===== config.mk =====
export PLATFORM = sky130hd
export DESIGN_NAME = seq_mult
export DESIGN_NICKNAME = d
export VERILOG_FILES = /design/src/rtl/seq_mult_pkg.sv /design/src/rtl/seq_mult_ctrl.sv /design/src/rtl/seq_mult.sv
export SDC_FILE = /design/constraint.sdc
export NUM_CORES = 1
export LEC_CHECK = 0
export ABC_AREA = 1
export CAP_MARGIN = 20
export CORE_MARGIN = 2
export CORE_UTILIZATION = 40
export CTS_CLUSTER_SIZE = 40
export DETAILED_ROUTE_END_ITERATION = 6
export HOLD_SLACK_MARGIN = 0.05
export PLACE_DENSITY_LB_ADDON = 0.2
export SYNTH_ARGS = -nofsm -noshare
export SYNTH_HDL_FRONTEND = slang
export SYNTH_SLANG_ARGS = --single-unit
export TNS_END_PERCENT = 10

===== constraint.sdc =====
create_clock -name clk -period 3.1 [get_ports clk]
set_input_delay 0.62 -clock clk [delete_from_list [all_inputs] [get_ports clk]]
set_output_delay 0.62 -clock clk [all_outputs]
set_load 0.02 [all_outputs]

===== src/rtl/seq_mult_pkg.sv =====
// Shared types and sizing helpers for the sequential shift-add multiplier.
package seq_mult_pkg;

  typedef enum logic [1:0] {
    S_IDLE = 2'd0,
    S_RUN  = 2'd1,
    S_DONE = 2'd2
  } state_e;

  // Counter width CNT_W = $clog2(WIDTH); WIDTH is 2..32 so the result is never 0.
  function automatic int cnt_width(input int width);
    return $clog2(width);
  endfunction

endpackage


===== src/rtl/seq_mult_ctrl.sv =====
// Control FSM and bit counter: one multiplier bit retired per RUN cycle.
module seq_mult_ctrl
  import seq_mult_pkg::*;
#(
  parameter  int WIDTH = 4,
  localparam int CNT_W = cnt_width(WIDTH)
) (
  input  logic             clk,
  input  logic             rst,
  input  logic             start_i,
  output logic             busy_o,
  output logic             valid_o,
  output logic             step_o,
  output logic             last_o,
  output logic [CNT_W-1:0] cnt_o,
  output state_e           state_o
);

  state_e           state_q, state_d;
  logic [CNT_W-1:0] cnt_q, cnt_d;

  always_ff @(posedge clk) begin
    if (rst) begin
      state_q <= S_IDLE;
      cnt_q   <= '0;
    end else begin
      state_q <= state_d;
      cnt_q   <= cnt_d;
    end
  end

  // DONE accepts a new start just like IDLE so back-to-back ops lose no cycle.
  always_comb begin
    state_d = state_q;
    cnt_d   = cnt_q;
    case (state_q)
      S_IDLE: begin
        if (start_i) begin
          state_d = S_RUN;
          cnt_d   = '0;
        end
      end
      S_RUN: begin
        cnt_d = cnt_q + 1'b1;
        if (cnt_q == CNT_W'(WIDTH - 1)) state_d = S_DONE;
      end
      S_DONE: begin
        if (start_i) begin
          state_d = S_RUN;
          cnt_d   = '0;
        end else begin
          state_d = S_IDLE;
        end
      end
      default: state_d = S_IDLE;
    endcase
  end

  assign busy_o  = (state_q != S_IDLE);
  assign valid_o = (state_q == S_DONE);
  assign step_o  = (state_q == S_RUN);
  assign last_o  = step_o && (cnt_q == CNT_W'(WIDTH - 1));
  assign cnt_o   = cnt_q;
  assign state_o = state_q;

endmodule


===== src/rtl/seq_mult.sv =====
// Sequential shift-add multiplier, signed or unsigned per operation, 2*WIDTH product.
module seq_mult
  import seq_mult_pkg::*;
#(
  parameter int WIDTH = 4
) (
  input  logic               clk,
  input  logic               rst,
  input  logic               start,
  input  logic               signed_mode,
  input  logic [WIDTH-1:0]   a,
  input  logic [WIDTH-1:0]   b,
  output logic               busy,
  output logic               valid,
  output logic [2*WIDTH-1:0] out
);

  localparam int CNT_W = cnt_width(WIDTH);
  localparam int PW    = 2 * WIDTH;

  logic             step, last, load;
  logic [CNT_W-1:0] cnt;
  state_e           state;

  logic [WIDTH-1:0] a_q, b_q;
  logic             sm_q;
  logic [PW-1:0]    acc_q, acc_d;
  logic [PW-1:0]    out_q;
  logic [PW-1:0]    ext_a, term;

  seq_mult_ctrl #(.WIDTH(WIDTH)) u_ctrl (
    .clk     (clk),
    .rst     (rst),
    .start_i (start),
    .busy_o  (busy),
    .valid_o (valid),
    .step_o  (step),
    .last_o  (last),
    .cnt_o   (cnt),
    .state_o (state)
  );

  // A start is taken whenever the FSM is not mid-RUN (IDLE or DONE).
  assign load  = start && (state != S_RUN);
  assign ext_a = {{WIDTH{sm_q & a_q[WIDTH-1]}}, a_q};
  assign term  = ext_a << cnt;

  // In signed mode the multiplier MSB carries negative weight, hence the subtract.
  always_comb begin
    acc_d = acc_q;
    if (step && b_q[cnt]) begin
      if (sm_q && last) acc_d = acc_q - term;
      else              acc_d = acc_q + term;
    end
  end

  always_ff @(posedge clk) begin
    if (rst) begin
      a_q   <= '0;
      b_q   <= '0;
      sm_q  <= 1'b0;
      acc_q <= '0;
      out_q <= '0;
    end else begin
      if (load) begin
        a_q   <= a;
        b_q   <= b;
        sm_q  <= signed_mode;
        acc_q <= '0;
      end else begin
        acc_q <= acc_d;
      end
      if (last) out_q <= acc_d;
    end
  end

  assign out = out_q;

endmodule

======== Word-level counts from Yosys, hierarchy flattened ========
Cells that the tools add are included.
storage, ports and cells
  register bits ........................... 29
  input port bits ......................... 12
  output and inout bits ................... 10
  word-level logic and storage cells ...... 41
cells by class
  $add $sub $neg .......................... 3
  magnitude comparators ................... 1
  equality and inequality tests ........... 7
  shift operators ......................... 1
  muxes and demuxes ....................... 10
  bitwise logic cells ..................... 1
  reductions and logical operators ........ 11
operators by type and width
  operator                                                                      number
  8-bit 2-to-1 mux                                                              2
  8-bit adder                                                                   1
  8-bit by 2-bit left shift with 8-bit output                                   1
  8-bit subtractor                                                              1
  2-bit 2-to-1 mux                                                              3
  2-bit by 1-bit inequality test with 1-bit output, second input constant       3
  2-bit case mux with 3 select lines                                            1
  2-bit equality test, second input constant                                    2
  1-bit logical AND                                                             4
  2-bit case mux with 2 select lines                                            1
  2-bit AND reduction                                                           2
  2-bit nonzero test                                                            2
  2-bit OR reduction                                                            2
  2-bit by 3-bit less-than comparator with 1-bit output, second input constant  1
  2-bit by 1-bit adder with 2-bit output, second input constant                 1
  1-bit binary-select mux with 2-bit select                                     1
  2-bit by 1-bit equality test with 1-bit output, second input constant         1
  2-bit logical NOT                                                             1
  1-bit 2-to-1 mux                                                              2
  2-bit inequality test, second input constant                                  1
  1-bit bitwise AND                                                             1

======== Depth between registers and ports, before layout ========
  depth in word-level cells ............... 5
  mapped depth ............................ 22

======== Modules after synthesis ========
Synthesis repeated with hierarchy kept, for this count alone.
unflattened totals
  cell total of the unflattened synthesis .. 245
  area total of the unflattened synthesis .. 1,692.9 um2
by module, submodules not included
  module         times used  cells each  area an instance (um2)  seq. area each (um2)
  seq_mult       1           222         1,512.7                 500.5
  seq_mult_ctrl  1           23          180.2                   80.1

======== Worst setup path before layout ========
Ideal clock, no wire load.
  path type ............................... register to register
  start point ............................. register u_ctrl.cnt_q[1], in the netlist u_ctrl.cnt_o[1]
  end point ............................... register out_q[7], in the netlist out[7]
  arrival ................................. 2.473 ns
  required time ........................... 2.991 ns
  slack ................................... 0.518 ns
  stages on the path, launching flop included .. 20
  path buffers ............................ 0
  period minus slack after synthesis ...... 2.582 ns
  path through ............................ dfxtp_1 > ha_1 > inv_1 > nor2_8 > nand2_4 > inv_2 > nor2_1 > a21oi_2 > o21ai_1 > xor2_1 > ha_1 > a21oi_1 > o21ai_0 > a21o_1 > nand3_1 > nand3_1 > nand2_1 > nand3_1 > nand2_1 > inv_1
on the way
  longest elaborated chain between the ends .. 5
  elaborated cells on any way between the ends .. 11
  classes of those cells .................. add/sub: 2; eq/ne: 1; shift: 1; mux: 4; reduce/logical: 3
ends and longest elaborated chain
  element                                                              line                 source
  from (decl)                                                          seq_mult_ctrl.sv:20  logic [CNT_W-1:0] cnt_q, cnt_d;
  from (signal assigned)                                               seq_mult_ctrl.sv:28  cnt_q <= cnt_d;
  parallel branches: the longest is 5 deep, another holds 8-bit adder  n/a
  to (signal assigned)                                                 seq_mult.sv:63       out_q <= '0;
  to (signal assigned)                                                 seq_mult.sv:73       if (last) out_q <= acc_d;
  to (decl)                                                            seq_mult.sv:28       logic [PW-1:0] out_q;
Parallel ways; which one is timed is not known. The select of a mux whose other input is x is not followed.
A chain may end at the register's enable or synchronous reset.

======== Worst setup path after layout ========
  start point ............................. register u_ctrl.cnt_q[0], in the netlist u_ctrl.cnt_o[0]
  end point ............................... register out_q[7], in the netlist out[7]
Same word-level chain as after synthesis.

==> results_dict.tcl <==
set metrics [dict create \
    status "complete, no violations" \
    final_util 0.520 \
    io_buffers 21 \
    worst_path_dominant_cell_family "simple AND/OR/NAND/NOR gates" \
    synth_edf_count 0 \
    finalCriticalPeriod_ns 2.74 \
    grt_use_total 0.163 \
    cts_setup_buffers 0 \
    crit_start "u_ctrl.cnt_o[0]$_SDFFE_PP0P_" \
    fin_hold_ws_ns 0.449 \
    fin_crit_sh 0.884 \
    worstSetupEndpointType "flip-flop" \
    dr.pass1.iters 4 \
    synthArstFlopShare 0 \
    clk_pin_slew_ns 0.07 \
    num_vias 1461 \
    cts_resized 0 \
    setup.worst_path.start_class "flip-flop" \
    ys_top_cells_by_area "dfxtp_1 (34%), nand2_1 (10%), ha_1 (5.8%)" \
    clock_path_buffers 2 \
    dieArea_mm2 0.00485 \
    multi_input_area_mm2 0.00101 \
    hpwl_um 2750 \
    ant_nets 0 \
    cp_slowest_stage_delay_ns 0.31 \
    diodes 0 \
    drive_gt1_frac 0.149 \
    crit_fanout 6 \
    path_buf_inv 3 \
    syn-num-nets 253 \
    holdCritPathClass "reg2reg" \
    pin_count 22 \
    rows 23 \
    initial_core_util 0.422 \
    yosysTopAreaCell "dfxtp_1" \
    slew_headroom 0.704 \
    fp.dieH_um 69.7 \
    area_growth_pct 23.1 \
    worst_slack_ns 0.361 \
    final_hold_viol_count 0 \
    met1_length_um 1920 \
    place_congestion 0.869 \
    holdBufCountCts 0 \
    syn_inst 232 \
    path_common_cell "nand3_1" \
    power.density_mw_per_mm2 527 \
    regArea_um2 581 \
    nets 281 \
    overflow 0 \
    vias_per_cell 4.70 \
    syn_avg_cell_area_um2 7.44 \
    irDropWorstVdd_mv 0.336 \
    finalMaxSlewViolations 0 \
    grt_max_degree 17 \
    leakage_uw 0.00100 \
    finalSetupViolCount 0 \
    slowest_stage "dfxtp_1" \
    path_class "reg2reg" \
    grt_setup_unrepaired "false" \
    antenna_found_initial 0 \
    top_layer_used "met4" \
    wl_met3_um 95 \
    finalSetupTns_ns 0 \
    synth_flop_cell "dfxtp_1" \
    wl_per_cell_um 11.6 \
    fmax_ghz 0.365 \
    cp_cell_sequence "ha_1, inv_1, nor2_8, nand2_4, inv_2, nor2_1, a21oi_2, o21ai_1, xor2_1, ha_1, a21oi_1, o21ai_0, a21o_1, nand3_1, nand3_1, nand2_1, nand3_1, nand2_1, inv_1" \
    required_ns 3.29 \
    die_width_um 69.7 \
    drv_cap 0 \
    wl_um 3600 \
    core_mm2 0.00409 \
    htree_levels 2 \
    cts_tree "built" \
    synth.cell_area_mm2 0.00173 \
    worst_pin_slew_ns 0.442 \
    first_iter_violations 100 \
    cts.sinks 29 \
    finClkSkew_ns 0.00337 \
    nFillCells 423 \
    synth_common_cells "nand2_1 (46), dfxtp_1 (29), nor2_1 (23), inv_1 (22), a21oi_1 (16)" \
    hold_start "b_q[3]$_SDFFE_PP0P_" \
    worst_skew_pair.late_latency_ns 0.28 \
    yosysSeqAreaShare 0.336 \
    p_total_uw 1120 \
    yosys_warnings 0 \
    grt_pass1_wl_um 6320 \
    worstReg2RegStart "u_ctrl.cnt_o[0]$_SDFFE_PP0P_" \
    grt_pass1_vias 1410 \
    synth_seq_cells 29 \
    worstPathArrival_ns 2.93 \
    synth.most_common_cell "nand2_1" \
    root_buffer "clkbuf_8" \
    drcViolationCount 0 \
    synth_top_area_frac 0.336 \
    place_ws_ns 0.383 \
    cts_inserted_buffers 5 \
    wl_met2_um 1520 \
    ys_types 38 \
]
## layout by cell type, fill, tap and decap left out, types with 5 or more instances in the layout
cell	count
nand2_1	46
dfxtp_1	29
nor2_1	23
inv_1	22
clkdlybuf4s50_1	21
a21oi_1	16
nand3_1	14
o21ai_0	13
nand2_2	9
ha_1	8
xor2_1	7
clkbuf_8	6
inv_2	5
o211ai_1	5
## layer usage
metal,up-vias,GRT usage
met3,5,0.0392
met4,0,0.0577
met1,629,0.226
met2,14,0.248
li1,813,-
met5,-,0
## final timing paths
path	endpoint	slack (ns)	cells past startpoint
setup / recovery	out[7]$_SDFFE_PP0N_	0.36	19
setup reg to reg	out[7]$_SDFFE_PP0N_	0.36	19
hold / removal	b_q[3]$_SDFFE_PP0P_	0.45	2
hold reg to reg	b_q[3]$_SDFFE_PP0P_	0.45	2
## flip-flops by register name, summed over array words and instances (netlist names)
register and cells:
sm_q 1, u_ctrl.state_o 2, out 8, acc_q 8, b_q 4, u_ctrl.cnt_o 2, a_q 4
## area by class of cell
type / count / area share
flip-flops and latches: 29 / 0.273
multi-input cells: 170 / 0.474
inverters: 29 / 0.0536
well taps: 50 / 0.0295
clock inverters: 2 / 0.0177
clock buffers: 6 / 0.0389
repair buffers: 25 / 0.113
## worst min-delay path: cells and delay by family (launching register included)
kind / cells / cell delay (ns)
flip-flops: 1 / 0.31
AO/OA/AOI/OAI: 1 / 0.05
buffers and inverters: 1 / 0.05
## metrics by stage
| step | cells | cell area [µm²] |
|---|---|---|
| after floorplan | 232 | 1730 |
| after global placement | 303 | 2000 |
| after detailed placement | 303 | 2000 |
| after CTS | 311 | 2120 |
| after global routing | 311 | 2120 |
| final | 311 | 2120 |
## cells by family after synthesis
family	Yosys count	synth area share
muxes	3	0.0174
and+or+nand+nor	104	0.290
buffers and inverters	33	0.0805
DFF	29	0.336
xor gates and xnor gates	9	0.0457
adders and majority gates	9	0.0696
AOI/OAI and AO/OA	45	0.160
## power by group
group	switching [µW]	internal, µW	total, µW
logic	176	126	302
clock network	153	261	414
registers	13.0	390	403
total	342	777	1120
(Power assumes the default switching activity.)
